==> src/rtl/seg7_capture.sv <==
// Seven-segment bus receiver: synchronizes the scanned bus, debounces each digit and rebuilds
// the displayed 4-digit BCD frame. Define SEG7_CAP_BIN_EN to also build the BCD-to-binary stage.
module seg7_capture #(
    parameter int unsigned SETTLE_CYCLES = 16
) (
    input  logic        clk_100MHz,
    input  logic        reset,
    input  logic [0:6]  seg,
    input  logic [3:0]  digit,
    output logic [3:0]  ones,
    output logic [3:0]  tens,
    output logic [3:0]  hundreds,
    output logic [3:0]  thousands,
    output logic [13:0] value,
    output logic        frame_valid,
    output logic        pattern_err
);

    localparam int unsigned CntW = $clog2(SETTLE_CYCLES + 1);
    localparam logic [CntW-1:0] SettleMax  = CntW'(SETTLE_CYCLES);
    localparam logic [CntW-1:0] SettleLast = CntW'(SETTLE_CYCLES - 1);

`ifdef SEG7_CAP_BIN_EN
    typedef enum logic [1:0] {StIdle, StCollect, StConvert} state_e;
`else
    typedef enum logic [1:0] {StIdle, StCollect} state_e;
`endif

    logic [10:0]     sync1_q, sync2_q, prev_q;
    logic [CntW-1:0] cnt_q, cnt_d;
    logic            word_same, accept;
    logic [3:0]      acc_digit;
    logic [6:0]      acc_seg;
    logic [3:0]      seg_bcd;
    logic            seg_ok;
    logic [3:0]      slot_oh;
    logic            blank;
    logic            acc_valid, acc_bad;
    logic [3:0]      stage_q [4];
    logic [3:0]      seen_q, seen_d;
    state_e          state_q, state_d;
    logic            load_bcd;

    // Input synchronizer plus one-cycle-delayed copy used for change detection
    always_ff @(posedge clk_100MHz or posedge reset) begin
        if (reset) begin
            sync1_q <= '1;
            sync2_q <= '1;
            prev_q  <= '1;
            cnt_q   <= '0;
        end else begin
            sync1_q <= {digit, seg};
            sync2_q <= sync1_q;
            prev_q  <= sync2_q;
            cnt_q   <= cnt_d;
        end
    end

    assign word_same = (sync2_q == prev_q);

    always_comb begin
        cnt_d = cnt_q;
        if (!word_same) begin
            cnt_d = '0;
        end else if (cnt_q != SettleMax) begin
            cnt_d = cnt_q + CntW'(1);
        end
    end

    // Fires only on the cycle the counter steps onto its saturation value
    assign accept    = word_same && (cnt_q == SettleLast);
    assign acc_digit = sync2_q[10:7];
    assign acc_seg   = sync2_q[6:0];

    always_comb begin
        seg_ok  = 1'b1;
        seg_bcd = 4'd0;
        case (acc_seg)
            7'b0000001: seg_bcd = 4'd0;
            7'b1001111: seg_bcd = 4'd1;
            7'b0010010: seg_bcd = 4'd2;
            7'b0000110: seg_bcd = 4'd3;
            7'b1001100: seg_bcd = 4'd4;
            7'b0100100: seg_bcd = 4'd5;
            7'b0100000: seg_bcd = 4'd6;
            7'b0001111: seg_bcd = 4'd7;
            7'b0000000: seg_bcd = 4'd8;
            7'b0000100: seg_bcd = 4'd9;
            default:    seg_ok  = 1'b0;
        endcase
    end

    always_comb begin
        slot_oh = 4'b0000;
        blank   = 1'b0;
        case (acc_digit)
            4'b1110: slot_oh = 4'b0001;
            4'b1101: slot_oh = 4'b0010;
            4'b1011: slot_oh = 4'b0100;
            4'b0111: slot_oh = 4'b1000;
            4'b1111: blank   = 1'b1;
            default: slot_oh = 4'b0000;
        endcase
    end

    assign acc_valid = accept && (slot_oh != 4'b0000) && seg_ok;
    assign acc_bad   = accept && !blank && !((slot_oh != 4'b0000) && seg_ok);

    always_comb begin
        seen_d = seen_q;
        if (load_bcd) begin
            seen_d = 4'b0000;
        end
        if (acc_valid) begin
            seen_d = seen_d | slot_oh;
        end else if (acc_bad) begin
            seen_d = 4'b0000;
        end
    end

    always_ff @(posedge clk_100MHz or posedge reset) begin
        if (reset) begin
            for (int i = 0; i < 4; i++) begin
                stage_q[i] <= 4'd0;
            end
            seen_q      <= 4'b0000;
            pattern_err <= 1'b0;
        end else begin
            for (int i = 0; i < 4; i++) begin
                if (acc_valid && slot_oh[i]) begin
                    stage_q[i] <= seg_bcd;
                end
            end
            seen_q      <= seen_d;
            pattern_err <= acc_bad;
        end
    end

`ifdef SEG7_CAP_BIN_EN
    logic [1:0]  step_q;
    logic [13:0] acc_q, acc_next;
    logic [3:0]  conv_digit;
    logic        conv_step, conv_done;
`endif

    // Frame FSM: state register
    always_ff @(posedge clk_100MHz or posedge reset) begin
        if (reset) begin
            state_q <= StIdle;
        end else begin
            state_q <= state_d;
        end
    end

    // Frame FSM: next state
    always_comb begin
        state_d = state_q;
        unique case (state_q)
            StIdle: begin
                if (acc_valid) begin
                    state_d = StCollect;
                end
            end
            StCollect: begin
                if (seen_q == 4'b1111) begin
`ifdef SEG7_CAP_BIN_EN
                    state_d = StConvert;
`else
                    state_d = StCollect;
`endif
                end
            end
`ifdef SEG7_CAP_BIN_EN
            StConvert: begin
                if (step_q == 2'd3) begin
                    state_d = StCollect;
                end
            end
`endif
            default: state_d = StIdle;
        endcase
    end

    // Frame FSM: control outputs
    always_comb begin
        load_bcd = (state_q == StCollect) && (seen_q == 4'b1111);
`ifdef SEG7_CAP_BIN_EN
        conv_step = (state_q == StConvert);
        conv_done = conv_step && (step_q == 2'd3);
`endif
    end

    always_ff @(posedge clk_100MHz or posedge reset) begin
        if (reset) begin
            ones      <= 4'd0;
            tens      <= 4'd0;
            hundreds  <= 4'd0;
            thousands <= 4'd0;
        end else if (load_bcd) begin
            ones      <= stage_q[0];
            tens      <= stage_q[1];
            hundreds  <= stage_q[2];
            thousands <= stage_q[3];
        end
    end

`ifdef SEG7_CAP_BIN_EN
    // Most significant digit first, so acc ends as th*1000 + h*100 + t*10 + o
    always_comb begin
        conv_digit = ones;
        case (step_q)
            2'd0:    conv_digit = thousands;
            2'd1:    conv_digit = hundreds;
            2'd2:    conv_digit = tens;
            default: conv_digit = ones;
        endcase
    end

    assign acc_next = (acc_q * 14'd10) + {10'd0, conv_digit};

    always_ff @(posedge clk_100MHz or posedge reset) begin
        if (reset) begin
            step_q      <= 2'd0;
            acc_q       <= 14'd0;
            value       <= 14'd0;
            frame_valid <= 1'b0;
        end else begin
            frame_valid <= conv_done;
            if (load_bcd) begin
                step_q <= 2'd0;
                acc_q  <= 14'd0;
            end else if (conv_step) begin
                step_q <= step_q + 2'd1;
                acc_q  <= acc_next;
                if (conv_done) begin
                    value <= acc_next;
                end
            end
        end
    end
`else
    assign value = 14'd0;

    always_ff @(posedge clk_100MHz or posedge reset) begin
        if (reset) begin
            frame_valid <= 1'b0;
        end else begin
            frame_valid <= load_bcd;
        end
    end
`endif

endmodule
==> config.mk <==
export PLATFORM = sky130hd
export DESIGN_NAME = seg7_capture
export DESIGN_NICKNAME = d
export VERILOG_FILES = /design/src/rtl/seg7_capture.sv
export SDC_FILE = /design/constraint.sdc
export NUM_CORES = 1
export LEC_CHECK = 0
export ABC_CLOCK_PERIOD_IN_PS = 2900
export BUFFER_PORTS_ARGS = -buffer_cell sky130_fd_sc_hd__buf_2
export CORE_ASPECT_RATIO = 1.1
export CORE_MARGIN = 5
export CORE_UTILIZATION = 59
export CTS_BUF_LIST = sky130_fd_sc_hd__clkbuf_2 sky130_fd_sc_hd__clkbuf_4 sky130_fd_sc_hd__clkbuf_8
export DETAILED_ROUTE_END_ITERATION = 6
export GPL_TIMING_DRIVEN = 0
export PLACE_DENSITY_LB_ADDON = 0.12
export SLEW_MARGIN = 20
export SYNTH_ARGS = -nofsm -noshare
export SYNTH_HDL_FRONTEND = slang
export SYNTH_SLANG_ARGS = --single-unit
==> constraint.sdc <==
create_clock -name clk_100MHz -period 2.9 [get_ports clk_100MHz]
set_clock_uncertainty 0.2 [all_clocks]
set_input_delay 0.29 -clock clk_100MHz [delete_from_list [all_inputs] [get_ports clk_100MHz]]
set_output_delay 0.29 -clock clk_100MHz [all_outputs]
set_load 0.01 [all_outputs]
After elaboration in Yosys (flattened, before gate mapping)
Index checks and enable logic that the tools add are counted.

Register bits: 78. Input bits: 13. Output and inout bits: 32. Word-level logic and storage cells: 70.

Add/sub/neg operators: 1. Equal/unequal tests: 22. Muxes and demuxes: 12. Bitwise gates (word level): 1. Reductions and logical operators: 18.

Operator list (number): $pmux W4 S9 (1); $eq A4 B4 Y1 const B (5); $pmux W4 S4 (1); $eq A7 B3 Y1 const B (2); $eq A7 B6 Y1 const B (2); $eq A7 B7 Y1 const B (2); $mux W4 (3); $eq A11 B11 Y1 (1); $logic_and A1 B1 Y1 (11); $mux W5 (2); $reduce_or A10 Y1 (1); $eq A7 B1 Y1 const B (1); $eq A7 B4 Y1 const B (1); $eq A7 B5 Y1 const B (1); $logic_not A7 Y1 (1); $add A5 B1 Y5 const B (1); $eq A5 B4 Y1 const B (1); $ne A5 B5 Y1 const B (1); $eq A4 B3 Y1 const B (1); $mux W2 (2); $ne A2 B2 Y1 const B (2); $or A4 B4 Y4 (1); $pmux W2 S2 (1); $reduce_bool A4 Y1 (1); 6 further kinds (8).

Depth between registers and ports, before layout
Word-level depth: 8. Gate-level depth with buffers: 7. Mapped depth without buffers: 7.

Least setup slack after synthesis
No wires, ideal clock.

Path type: register to register. Start point: register sync2_q[6]. End point: register seen_q[0]. Setup time: 139 ps. Arrival time: 2006 ps. Required time: 2561 ps. Slack: 555 ps. Cell stages (with the launch flop): 8. Path buffers: 2. Period minus slack after synthesis: 2345 ps. Cell sequence: dfstp_2 > clkbuf_1 > xor2_1 > nor3_4 > or3b_1 > clkbuf_1 > a2111oi_4 > a21oi_1.

Word-level cells in the longest chain between the ends: 8. Elaborated cells on any way between the ends: 22. Those cells by class: 10 x eq/ne; 3 x mux; 9 x reduce/logical.

RTL lines: from (decl) (RTL line 29) `logic [10:0] sync1_q, sync2_q, prev_q;`; from (signal assigned) (RTL line 53) `sync2_q <= sync1_q;`; $eq A7 B3 Y1 (tied with other cells) (RTL line 78) `case (acc_seg)`; $reduce_or A10 Y1 (no source line); $mux W1 (RTL line 78); $logic_and A1 B1 Y1 (RTL line 107) `assign acc_bad = accept && !blank && !((slot_oh != 4'b0000) && seg_ok);`; $logic_not A1 Y1 (RTL line 107); $logic_and A1 B1 Y1 (*) (RTL line 107); net acc_bad (RTL line 38) `logic acc_valid, acc_bad;`; $mux W4 (*) (RTL line 116) `end else if (acc_bad) begin`; $mux W4 (*) (RTL line 114) `if (acc_valid) begin`; net seen_d[0] (RTL line 40) `logic [3:0] seen_q, seen_d;`; to (signal assigned) (RTL line 134) `seen_q <= seen_d;`; to (decl) (RTL line 40).

The timed path passes the listed nets; every way through them passes the cells marked *. A chain may end at the register's enable or synchronous reset.

Worst setup path after layout
Same ends and word-level chain as after synthesis.

==> results list <==
- The Yosys step of the flow raised 0 warnings.
* Detailed Route WL: 4940 um
* Number of vias per cell after detailed routing: between 4 and 5
- Clock tree from TritonCTS: done
- In this run, flip-flops and latches consume 54.7% of the power.
- Core region area: approximately 0.0053 mm2
- For this run, the total global-route usage over all layers was measured as between 10% and 20%.
- Deepest level of the CTS H-tree: 3
* Total Negative Setup Slacks: 0 ns
- Count of endpoints failing hold in the final timing report: 0
- Maximum number of pins on one net before global-route repair: 46
- Crit path launch type: flip-flop
- In this run the vertical extent of the chip is approximately 87 um.
* Final-report setup violation count: 0
- Number of distinct library cells after synthesis: 42
- The first routing iteration left 76 violations.
* Number of fill cells in the layout: about 400
- The run finished with clean final reports.
- Net switching is 21.2% of the power.
- Summing the sequential cell areas from Yosys gives 62.3% of the chip area.
- Maximum ir drop on the vdd rail: 0.000382 V
- Clock tree sinks: 77
- RSZ-0062 raised after global routing: no
- Floorplan die area: 0.00692 mm2
- # diodes: 0
- CTS Buf Count: 9
- During I/O placement, the number of pins put on the boundary was 45.
- In the finished design, the share of the clock period the worst path needs comes to roughly 90%.
- Worst Path Arrival: 2.68 ns
- Per-cell routed wire length: 11.9 um
- In the post-route analysis, the smallest setup slack over all paths is 0.242 ns.
- Summing every instance area after synthesis gives 0.00316 mm2.
- The library cell used most frequently in the layout, excluding fill and tap cells, is nand2_1.
* Commonest cells after routing, fill and taps aside: 58 x nand2_1, 44 x dfrtp_1, 33 x dfstp_2
- Across all layers, the routed design uses 1989 vias.
- Combinational cells account for 6.2% of the total power.
- The path class of the tightest hold or removal check is reg -> reg.
- The congestion estimate from routability-driven global placement came to 0.826.
- Final critical delay including setup and external delays: 2.66 ns
* Ratio of total power to cell area: 543 mW/mm2
- Across the run, the number of max-cap violations was 0.
* Tot Pwr: 2.06 mW
* Die X-Extent: between 70 and 80 um
* Post-Syn Instances: 269
- The worst setup path is captured at a flip-flop.
* Area share of the leading cell type in the synthesized netlist: 34.9%
- Post-layout utilization of the core: 71.9%
* Fmax: 0.376 GHz
* Pint: 1.63 mW
- The initial antenna violation count was 0.
- During placement, the flow inserted port buffers numbering 30.
- Worst slew pin tran: about 0.54 ns
- Slew Limit Headroom: 63.7%
- Static Leakage: 1.87 nW
- Crit Path Category: reg -> reg
* Clock edge transition at the registers on the reported setup and hold paths: 0.08 ns
- The finished cells cover 0.00380 mm2.
- Synthesis-to-finish area growth: 20.3%
- Clock network fraction of design power: 39.2%
- Remaining DRCs: 0
- In the final design database the tool counted 352 nets.
- Of all cell types, the one taking the most synthesized area is dfrtp_1.
- Number of pins exceeding their max-slew limit in the final report: 0
- Number of global-route vias before repair: 2014
- Once placement finished, the instance area stood at 0.00347 mm2.
- The floorplan has 28 rows.
- DP Worst Slack: 0.243 ns
- Switch Pwr: 438 uW
* Final antenna-violating net count: 0
- Number of synthesized register bits: 77
- At the later pin of the worst-skew pair, clock insertion delay measures around 0.34 ns.
* Drt first pass iters: 4
- Required time worst endpoint: 2.92 ns
- Initial standard-cell utilization of the core: around 60%
- Ranked by total cell area, the synthesized netlist is headed by dfrtp_1 35%, dfstp_2 27%, nand2_1 6.9%, mux2_2 5.7%, buf_4 3.3%.
- Detailed placement ended at an HPWL of 3460 um.
* Aggregate global routing overflow: 0
* Mean instance size in the synthesized netlist: 11.7 um2
- Peak fanout along the critical path: 9
* Proportion of layout cells with a drive suffix above 1: 35.2%
- No sink is reached through more buffers than the 2 on the longest clock path.
- Global-route wire length before repair: 9030 um
- The tree is rooted in a clkbuf_8.
-- worst max-delay path, stage by stage (launching register included) --
cell and delay, ns:
dfstp_2 0.53, clkbuf_1 0.32, xor2_1 0.16, nor3_4 0.22, or3b_1 0.36, clkbuf_1 0.22
a2111oi_4 0.43, a21oi_1 0.08
-- worst paths after layout --
check,start,endpoint,slack (ns),cells past startpoint
worst max-delay path,sync2_q[6]$_DFF_PP1_,seen_q[0]$_DFF_PP0_,0.24,7
worst min-delay path,sync1_q[6]$_DFF_PP1_,sync2_q[6]$_DFF_PP1_,0.16,0
worst max register to register,sync2_q[6]$_DFF_PP1_,seen_q[0]$_DFF_PP0_,0.24,7
worst min register to register,sync1_q[6]$_DFF_PP1_,sync2_q[6]$_DFF_PP1_,0.16,0
max in group asynchronous,reset,prev_q[5]$_DFF_PP1_,1.59,4
min in group asynchronous,reset,cnt_q[2]$_DFFE_PP0P_,0.32,3
-- synthesized netlist by cell type --
master	number
conb_1	1
nor2_1	13
nand3_1	5
ha_1	3
clkbuf_1	7
mux2i_1	1
mux2_2	16
buf_1	1
nor3b_1	1
and3b_1	1
nor2b_1	2
buf_2	2
nand2_1	58
and3_1	4
a31o_2	1
inv_1	6
nor3_1	5
o21a_1	1
xnor2_1	12
nand4b_1	1
xor2_1	4
or4_4	1
a21oi_1	9
clkinv_1	1
buf_4	14
dfrtp_1	44
a21o_1	2
nor4b_1	2
or3_1	1
nand2b_1	1
a2111oi_4	1
buf_6	2
a31oi_1	1
nand4_1	5
o32a_2	1
dfstp_2	33
or3b_1	1
o21ai_0	1
o22ai_1	1
a211oi_1	1
a32oi_1	1
nor3_4	1
-- per-stage QoR --
stage / std cells / hold slack (ns)
floorplan: 282 / 0.0945
global placement: 387 / 0.145
detailed placement: 388 / 0.120
CTS: 416 / 0.158
global route: 416 / 0.164
finish: 416 / 0.157
-- kinds of logic after synthesis --
kind of cell	share of synthesized area, %
muxes	6.02
other	0.119
DFF	62.3
AOI/OAI and AO/OA	4.71
adders and majority gates	1.19
buffers and inverters	6.14
and+or+nand+nor	15.1
xor gates and xnor gates	4.44
-- flip-flops by register name, summed over array words and instances, names as in the netlist --
register / flops
stage_q: 16
prev_q: 11
sync1_q: 11
sync2_q: 11
cnt_q: 5
hundreds: 4
ones: 4
seen_q: 4
tens: 4
thousands: 4
frame_valid: 1
pattern_err: 1
state_q: 1
-- area by class of cell --
type                            count  area, um2  area share, %
Multi-Input combinational cell    172       1050           27.5
Clock buffer                       12        159           4.18
Timing Repair Buffer               43        290           7.64
Buffer                             26        168           4.41
Sequential cell                    77       1970           51.8
Clock inverter                      4       47.5           1.25
Inverter                            7       28.8          0.757
Tap cell                           75       93.8           2.47
-- routing by layer --
layer | GRT usage (%) | vias to the layer above | wire length, um | share of wire (%)
li1 | - | 992 | - | -
met1 | 21.1 | 945 | 2140 | 43
met2 | 27.7 | 41 | 2430 | 49
met3 | 4.05 | 11 | 223 | 4.5
met4 | 11.1 | 0 | 147 | 3.0
met5 | 0 | - | 0 | 0
-- power by group through the flow --
stage	combinational, mW	sequential, mW	clock, mW
5_1_grt	0.143	1.13	0.898
3_5_place_dp	0.115	1.15	0
4_1_cts	0.128	1.13	0.836
2_1_floorplan	0.0896	1.14	0
3_3_place_gp	0.110	1.15	0
6_report	0.127	1.13	0.808
-- what timing repair did --
item,in CTS,in global routing
hold buffers,12,0
buffers inserted,0,0
hold endpoints to repair,22,0
resized for setup,0,0
(Power assumes the default switching activity.)
